### src/rtl/mem_copy_pkg.sv
// Shared types and constants for the byte-wise memory copy engine.
package mem_copy_pkg;

    localparam int DEFAULT_ADDR_W = 6;
    localparam int DEFAULT_LEN_W  = 7;
    localparam int DATA_W         = 8;

    typedef enum logic [1:0] {
        S_IDLE,
        S_READ,
        S_WRITE,
        S_FINISH
    } state_e;

endpackage

### src/rtl/mem_copy_engine.sv
// Byte-at-a-time block copy initiator driving a single-port memory.
// Define MEMCPY_FILL_EN to add a fill mode that writes a constant without reading.
module mem_copy_engine
    import mem_copy_pkg::*;
#(
    parameter int ADDR_W = DEFAULT_ADDR_W,
    parameter int LEN_W  = DEFAULT_LEN_W
) (
    input  logic              clk,
    input  logic              rst_n,
    input  logic              start,
    input  logic [7:0]        src,
    input  logic [7:0]        dst,
    input  logic [LEN_W-1:0]  len,
`ifdef MEMCPY_FILL_EN
    input  logic              fill_en,
    input  logic [DATA_W-1:0] fill_val,
`endif
    output logic              busy,
    output logic              done,
    output logic [LEN_W-1:0]  bytes_done,
    output logic [7:0]        mem_addr,
    output logic [DATA_W-1:0] mem_wdata,
    output logic              mem_write,
    input  logic [DATA_W-1:0] mem_rdata
);

    localparam logic [LEN_W-1:0] MAX_LEN   = LEN_W'(2 ** ADDR_W);
    localparam logic [7:0]       ADDR_MASK = 8'((2 ** ADDR_W) - 1);

    state_e              state_q, state_d;
    logic [7:0]          src_q, src_d;
    logic [7:0]          dst_q, dst_d;
    logic [LEN_W-1:0]    len_q, len_d;
    logic [LEN_W-1:0]    idx_q, idx_d;
    logic [LEN_W-1:0]    bytes_done_q, bytes_done_d;
    logic [DATA_W-1:0]   buf_q, buf_d;
    logic [LEN_W-1:0]    idx_next;
    logic [7:0]          rd_addr;
    logic [7:0]          wr_addr;
    logic                fill_mode;
    logic [DATA_W-1:0]   write_data;

`ifdef MEMCPY_FILL_EN
    logic                fill_en_q, fill_en_d;
    logic [DATA_W-1:0]   fill_val_q, fill_val_d;

    assign fill_mode  = fill_en_q;
    assign write_data = fill_en_q ? fill_val_q : buf_q;
`else
    assign fill_mode  = 1'b0;
    assign write_data = buf_q;
`endif

    // Masking keeps the region wrapping inside the implemented address space.
    assign idx_next = idx_q + LEN_W'(1);
    assign rd_addr  = (src_q + 8'(idx_q)) & ADDR_MASK;
    assign wr_addr  = (dst_q + 8'(idx_q)) & ADDR_MASK;

    always_comb begin
        state_d      = state_q;
        src_d        = src_q;
        dst_d        = dst_q;
        len_d        = len_q;
        idx_d        = idx_q;
        bytes_done_d = bytes_done_q;
        buf_d        = buf_q;
`ifdef MEMCPY_FILL_EN
        fill_en_d    = fill_en_q;
        fill_val_d   = fill_val_q;
`endif
        busy         = 1'b0;
        done         = 1'b0;
        mem_addr     = 8'h00;
        mem_wdata    = '0;
        mem_write    = 1'b0;

        case (state_q)
            S_IDLE: begin
                if (start) begin
                    src_d        = src;
                    dst_d        = dst;
                    len_d        = (len > MAX_LEN) ? MAX_LEN : len;
                    idx_d        = '0;
                    bytes_done_d = '0;
`ifdef MEMCPY_FILL_EN
                    fill_en_d    = fill_en;
                    fill_val_d   = fill_val;
                    if (len == '0) begin
                        state_d = S_FINISH;
                    end else if (fill_en) begin
                        state_d = S_WRITE;
                    end else begin
                        state_d = S_READ;
                    end
`else
                    state_d = (len == '0) ? S_FINISH : S_READ;
`endif
                end
            end

            S_READ: begin
                busy     = 1'b1;
                mem_addr = rd_addr;
                buf_d    = mem_rdata;
                state_d  = S_WRITE;
            end

            S_WRITE: begin
                busy         = 1'b1;
                mem_addr     = wr_addr;
                mem_wdata    = write_data;
                mem_write    = 1'b1;
                idx_d        = idx_next;
                bytes_done_d = bytes_done_q + LEN_W'(1);
                if (idx_next == len_q) begin
                    state_d = S_FINISH;
                end else begin
                    state_d = fill_mode ? S_WRITE : S_READ;
                end
            end

            S_FINISH: begin
                done    = 1'b1;
                state_d = S_IDLE;
            end

            default: begin
                state_d = S_IDLE;
            end
        endcase
    end

    always_ff @(posedge clk or negedge rst_n) begin
        if (!rst_n) begin
            state_q      <= S_IDLE;
            src_q        <= '0;
            dst_q        <= '0;
            len_q        <= '0;
            idx_q        <= '0;
            bytes_done_q <= '0;
            buf_q        <= '0;
`ifdef MEMCPY_FILL_EN
            fill_en_q    <= 1'b0;
            fill_val_q   <= '0;
`endif
        end else begin
            state_q      <= state_d;
            src_q        <= src_d;
            dst_q        <= dst_d;
            len_q        <= len_d;
            idx_q        <= idx_d;
            bytes_done_q <= bytes_done_d;
            buf_q        <= buf_d;
`ifdef MEMCPY_FILL_EN
            fill_en_q    <= fill_en_d;
            fill_val_q   <= fill_val_d;
`endif
        end
    end

    assign bytes_done = bytes_done_q;

endmodule

### config.mk
export PLATFORM = sky130hd
export DESIGN_NAME = mem_copy_engine
export DESIGN_NICKNAME = d
export VERILOG_FILES = /design/src/rtl/mem_copy_pkg.sv /design/src/rtl/mem_copy_engine.sv
export SDC_FILE = /design/constraint.sdc
export NUM_CORES = 1
export LEC_CHECK = 0
export BUFFER_PORTS_ARGS = -buffer_cell sky130_fd_sc_hd__buf_2
export CAP_MARGIN = 20
export CORE_UTILIZATION = 45
export CTS_CLUSTER_SIZE = 12
export DETAILED_ROUTE_END_ITERATION = 12
export GPL_TIMING_DRIVEN = 1
export PLACE_DENSITY = 0.66
export SYNTH_ARGS = -nofsm -noshare
export SYNTH_HDL_FRONTEND = slang
export SYNTH_SLANG_ARGS = --single-unit
### constraint.sdc
create_clock -name clk -period 3.2 [get_ports clk]
set_input_delay 0.64 -clock clk [delete_from_list [all_inputs] [get_ports clk]]
set_output_delay 0.64 -clock clk [all_outputs]
set_load 0.02 [all_outputs]
==> metrics.yaml, run 1 <==
yosys:
  post_synth.cell_area_avg_um2: 10.9
  syn_inst: 223
  synth_edf_count: 0
  synth_flop_cell: "dfrtp_1"
  synth_largest_type_area_fraction_pct: 44.4
  yosysSeqAreaShare_pct: 44.4
  synth_area_um2: 2420
  ys_seq_elements: 43
  ys.warnings.count: 0
  async_flop_share_pct: 100
  yosysTopAreaCell: "dfrtp_1"
  yosysUniqueCellTypes: 45
  synth_area_leaders: "dfrtp_1 (44%), mux2_2 (12%), ha_1 (5.7%)"
worst_setup_path:
  cp.required_ps: 2560
  cp_max_fo: 4
  worst_path_dominant_cell_family: "adder cells"
  cpMaxStageDelayCell: "dfrtp_1"
  slowest_delay_ps: 400
  cp_num_buf_inv: 4
  arrival_ps: 2440
  critPathLaunchType: "flop"
  crit_chain: "inv_2 > ha_4 > mux2_4 > ha_4 > inv_2 > fa_2 > inv_1 > a21o_1 > a21oi_2 > xnor2_1 > and2_1 > buf_6"
  critPathCaptureType: "output pin"
  path_class: "flop to output pin"
cells_and_area:
  drive_gt1_share_pct: 38.6
  seq_area_um2: 1080
  area_growth_pct: 20.4
  stdcell_area_um2: 2920
  utilization_pct: 56.7
  layout.nets: 325
  stdcell_count: 350
  n_antenna_cell: 0
  multi_input_area_um2: 1330
  fillerInstances: 479
sta:
  hold_viol: 0
  relSlewSlack_pct: 37.1
  finalSetupViolCount: 0
  fin_crit_sh_pct: 96.2
  whs_ps: 483
  final.setup.worst_slack_ps: 122
  setup_tns_ps: 0
  worst_pin_slew_ps: 943
  finClkSkew_ps: 7.84
  maxSlewViolCount: 0
  min_period_ps: 3080
  max_freq_mhz: 325
power:
  powerDensity_nw_per_um2: 324
  seq_power_share_pct: 58.2
  power_mw: 0.946
  irDropWorstVdd_mv: 0.249
  p_switching_mw: 0.220
  p_int_mw: 0.725
  switching_share_pct: 23.3
  comb_power_share_pct: 5.9
  p_leak_nw: 1.43
  p_clk_share_pct: 36.0
flow_run:
  drv_cap: 0
clock_network:
  clk_latency_ps: 300
  cts.sinks: 43
  cts_max_level: 2
  clockBufferDepth: 2
  clock-root-buffer: "clkbuf_8"
  clkTransAtPathRegs_ps: 80
  cts_tree: "done"
  numCtsBuffers: 5
global_route:
  grtUsageTotal_pct: 17.7
  antenna_found_initial: 0
  grt_pass1_vias: 1639
  grt_pass1_wl_mm: 7.46
  grt_max_degree: 44
  grt.overflow.total: 0
drt:
  drt.antenna.violating_nets: 0
  avgViaCountPerCell: 5.03
  vias: 1762
  wl_per_cell_um: 12.9
  drt_pass1_iterations: 4
  wl_mm: 4.51
  drc: 0
  drtIter0Drc: 37
placed_design:
  placedCellCount: 339
  dp.final_hpwl_mm: 3.25
  post-place-ws_ps: 216
  postPlaceCellArea_um2: 2740
  io_buffers: 53
  place.gp.congestion: 0.791
floorplan:
  die_w_um: 75.4
  dieArea_um2: 5680
  die-height_um: 75.4
  start_util_pct: 47.1
  num_io_pins: 60
  coreArea_um2: 5140
  rows: 26
min_path:
  hold_path_class: "input pin to asynchronous set/reset pin"
run_status:
  status: "complete, no violations"
[layer usage]
layer	vias up	share of wire, %	GRT usage, %	routed length, um
met1	834	47	23.0	2130
met2	33	47	29.1	2130
li1	888	-	-	-
met5	-	0	0	0
met4	0	1.3	5.56	57
met3	7	4.1	4.76	184
[flip-flops by register name (all words and copies together), names as in the netlist]
name,count
bytes_done,7
dst_q,6
state_q,2
idx_q,7
src_q,6
len_q,7
buf_q,8
[layout by cell type (no fill, tap or decap), drive strengths merged, types with 2 or more instances in the layout]
cell type  netlist  layout
a21o             5       5
a21oi            5       5
a22o             6       6
and2            13      13
and3             2       2
buf              8      59
clkbuf           3       6
conb             1       2
dfrtp           43      43
ha              11      11
inv              6       6
mux2            26      26
mux2i            2       2
nand2           15      15
nand2b           9       9
nand3            6       6
nand4            3       3
nor2             8       8
nor2b            2       2
nor3             4       4
o21ai           18      18
xnor2           11      11
xor2             6       6
[synth_stat cells (all sizes together) (2+ instances only)]
master,instances
dfrtp,43
mux2,26
o21ai,18
nand2,15
and2,13
ha,11
xnor2,11
nand2b,9
buf,8
nor2,8
a22o,6
inv,6
nand3,6
xor2,6
a21o,5
a21oi,5
nor3,4
clkbuf,3
nand4,3
and3,2
mux2i,2
nor2b,2
[power by group through the flow]
stage | logic, mW | registers, mW | clock network [mW]
2_1_floorplan | 0.0228 | 0.560 | 0
3_3_place_gp | 0.0569 | 0.561 | 0
3_5_place_dp | 0.0573 | 0.561 | 0
4_1_cts | 0.0573 | 0.550 | 0.354
5_1_grt | 0.0631 | 0.551 | 0.376
6_report | 0.0556 | 0.550 | 0.340
[cell families (layout without fill, tap and decap cells)]
kind of cell / Yosys count / after routing / share of synthesized area [%]
buffers and inverters: 17 / 73 / 3.62
and+or+nand+nor: 67 / 67 / 16.2
DFF: 43 / 43 / 44.4
muxes: 28 / 28 / 12.9
xor gates and xnor gates: 17 / 17 / 6.15
adders and majority gates: 12 / 12 / 6.51
AOI/OAI and AO/OA: 38 / 38 / 10.1
other: 1 / 2 / 0.155
[area by class of cell]
cell class	instances	area share, %
well taps	70	3.00
multi-input cells	164	45.5
repair buffers	59	10.9
clock buffers	6	2.49
inverters	6	0.772
clock inverters	2	0.429
flip-flops and latches	43	36.9
[final timing paths]
kind                            start  depth (start not counted)            end  slack [ps]
setup / recovery           state_q[0]                         12    mem_addr[4]         120
hold / removal                  rst_n                          1       len_q[6]         480
setup reg to reg           state_q[0]                          6  bytes_done[3]        1040
hold reg to reg              buf_q[3]                          1       buf_q[3]         500
max in group asynchronous       rst_n                          1       src_q[2]        2130
min in group clk             buf_q[3]                          1       buf_q[3]         500
[timing repair]
| item | 4_1_cts | 5_1_grt |
|---|---|---|
| hold buffers | 0 | 0 |
| setup buffers | 1 | 2 |
| pin swaps | 0 | 4 |
| setup endpoints to repair | 3 | 2 |
| resized for setup | 6 | 10 |
No activity file was read; power rests on OpenSTA's default activity.
==> inputs of run 2 (changes only) <==
--- a/config.mk
+++ b/config.mk
@@ -11,7 +11,7 @@
 export CTS_CLUSTER_SIZE = 12
 export DETAILED_ROUTE_END_ITERATION = 12
 export GPL_TIMING_DRIVEN = 1
-export PLACE_DENSITY = 0.66
+export PLACE_DENSITY_LB_ADDON = 0.08
 export SYNTH_ARGS = -nofsm -noshare
 export SYNTH_HDL_FRONTEND = slang
 export SYNTH_SLANG_ARGS = --single-unit
==> metrics.yaml, run 2 (synthesis gave the netlist of run 1 again) <==
worst_setup_path:
  timing.rr.end: "bytes_done[5]"  # was bytes_done[3]
  reg2reg_depth: 9  # was 6
  critPathCaptureType: "output pin"  # unchanged
  timing.rr.start: "state_q[0]"  # unchanged
  critPathLaunchType: "flop"  # unchanged
  cp.required_ps: 2560  # about the same
  arrival_ps: 2460  # was 2440 ps
  timing.reg2reg.setup_slack_ps: 1020  # was 1040 ps
  path_class: "flop to output pin"  # unchanged
  cp_max_fo: 5  # was 4
cells_and_area:
  drive_gt1_share_pct: 39.9  # was 38.6%
  layout_common_cells: "buf_2 (50), dfrtp_1 (43), mux2_2 (24)"  # was buf_2 (51), dfrtp_1 (43), mux2_2 (25)
  largest_reg_flops: 8  # unchanged
  area_growth_pct: 22.4  # was 20.4%
  fillerInstances: 502  # was 479
  stdcell_count: 351  # was 350
  n_antenna_cell: 0  # unchanged
  layout.nets: 327  # was 325
  multi_input_area_um2: 1330  # about the same
  largest_register: "buf_q"  # unchanged
  seq_area_um2: 1080  # unchanged
  stdcell_area_um2: 2960  # was 2920 um^2
  final_common_cell: "buf_2"  # unchanged
sta:
  finalSetupViolCount: 0  # unchanged
  finClkSkew_ps: 3.50  # was 7.84 ps
  worst_pin_slew_ps: 853  # was 943 ps
  hold_viol: 0  # unchanged
  max_freq_mhz: 323  # was 325 MHz
  maxSlewViolCount: 0  # unchanged
  min_period_ps: 3100  # was 3080 ps
  fin_crit_sh_pct: 96.8  # was 96.2%
  whs_ps: 312  # was 483 ps
  rsz0062_at_grt: "true"
  setup_tns_ps: 0  # unchanged
  relSlewSlack_pct: 43.0  # was 37.1%
power:
  power_mw: 0.960  # was 0.946 mW
  irDropWorstVdd_mv: 0.259  # was 0.249 mV
  comb_power_share_pct: 6.2  # was 5.9%
  seq_power_share_pct: 57.3  # was 58.2%
  p_clk_share_pct: 36.5  # was 36.0%
  powerDensity_nw_per_um2: 324  # about the same
  switching_share_pct: 22.3  # was 23.3%
  p_switching_mw: 0.214  # was 0.220 mW
  p_int_mw: 0.745  # was 0.725 mW
  p_leak_nw: 1.45  # was 1.43 nW
placed_design:
  placedCellCount: 339  # unchanged
  postPlaceCellArea_um2: 2740  # unchanged
  place.gp.congestion: 0.761  # was 0.791
  io_buffers: 53  # unchanged
  dp.final_hpwl_mm: 3.36  # was 3.25 mm
drt:
  avgViaCountPerCell: 4.96  # was 5.03
  wl_mm: 4.63  # was 4.51 mm
  drc: 0  # unchanged
  wl_per_cell_um: 13.2  # was 12.9 um
  drt_pass1_iterations: 4  # unchanged
  drtIter0Drc: 75  # was 37
  drt.antenna.violating_nets: 0  # unchanged
  vias: 1742  # was 1,762
clock_network:
  cts_tree: "done"  # unchanged
  ctsHoldBuffers: 0  # unchanged
  cts.sinks: 43  # unchanged
  numCtsBuffers: 5  # unchanged
  clock-root-buffer: "clkbuf_8"  # unchanged
  cts_max_level: 2  # unchanged
  clockBufferDepth: 2  # unchanged
  clk_latency_ps: 290  # was 300 ps
  clkTransAtPathRegs_ps: 80  # about the same
floorplan:
  start_util_pct: 47.1  # unchanged
  coreArea_um2: 5140  # unchanged
  die-height_um: 75.4  # unchanged
  dieArea_um2: 5680  # unchanged
  die_w_um: 75.4  # unchanged
  rows: 26  # unchanged
  num_io_pins: 60  # unchanged
global_route:
  grtUsageTotal_pct: 18.6  # was 17.7%
  grt_pass1_wl_mm: 7.71  # was 7.46 mm
  grt_pass1_vias: 1606  # was 1,639
  antenna_found_initial: 0  # unchanged
  grt_max_degree: 44  # unchanged
  grt.overflow.total: 0  # unchanged
flow_run:
  drv_cap: 0  # unchanged
min_path:
  hold_path_class: "input pin to asynchronous set/reset pin"  # unchanged
run_status:
  status: "complete, no violations"  # unchanged
[run 2: cell types whose count changed in the layout (fill, tap and decap cells not counted), sizes merged]
| cell | previous run | this run |
|---|---|---|
| buf | 59 | 61 |
| clkinvlp | 1 | 0 |
[run 2: area by class of cell]
class,instances,area share (%)
flip-flops and latches,43,36.3
inverters,6,0.760
clock inverters,1,0.169
multi-input cells,164,45.0
repair buffers,61,12.0
clock buffers,6,2.79
well taps,70,2.95
[run 2: worst max path at each step]
stage          startpoint  slack [ps]  depth (start not counted)           to
3_5_place_dp   state_q[0]          40                         12  mem_addr[4]
2_1_floorplan  state_q[0]          50                         10  mem_addr[5]
4_1_cts        state_q[0]         -30                         12  mem_addr[4]
3_3_place_gp   state_q[0]         110                         12  mem_addr[4]
6_report       state_q[0]         100                         12  mem_addr[4]
5_1_grt        state_q[0]         -10                         12  mem_addr[4]
[run 2: per-stage QoR]
stage / util, % / worst slack, ps
after global placement: 53.2 / 108
after global routing: 57.7 / -9.65
after detailed placement: 53.2 / 41.3
final: 57.7 / 102
after CTS: 55.7 / -27.0
after floorplan: - / 47.5
[run 2: timing repair]
action,in CTS,in global routing
pin swaps,0,6
setup endpoints to repair,3,3
gates resized for setup,7,13
buffers inserted,2,2
[run 2: per-layer routing]
metal  routed length, um  GRT usage [%]
met1                2220           26.0
met2                2170           29.0
met3                 192           4.76
met4                  48           4.94
met5                   0              0
[run 2: power groups by stage]
| stage | clock, mW | combinational [mW] | sequential, mW |
|---|---|---|---|
| final | 0.350 | 0.0599 | 0.550 |
| after global routing | 0.386 | 0.0678 | 0.551 |
| after CTS | 0.361 | 0.0576 | 0.550 |
| after detailed placement | 0 | 0.0575 | 0.561 |
| after global placement | 0 | 0.0567 | 0.561 |
| after floorplan | 0 | 0.0228 | 0.560 |
[run 2: critical path: stages, from the launching register on]
cell     delay (ps)
dfrtp_1         400
inv_2           100
ha_4            200
mux2_4          330
ha_4            160
inv_2            50
fa_2            220
inv_2            30
a21o_1          160
a21oi_2         130
xnor2_1         120
and2_1          150
buf_6           120
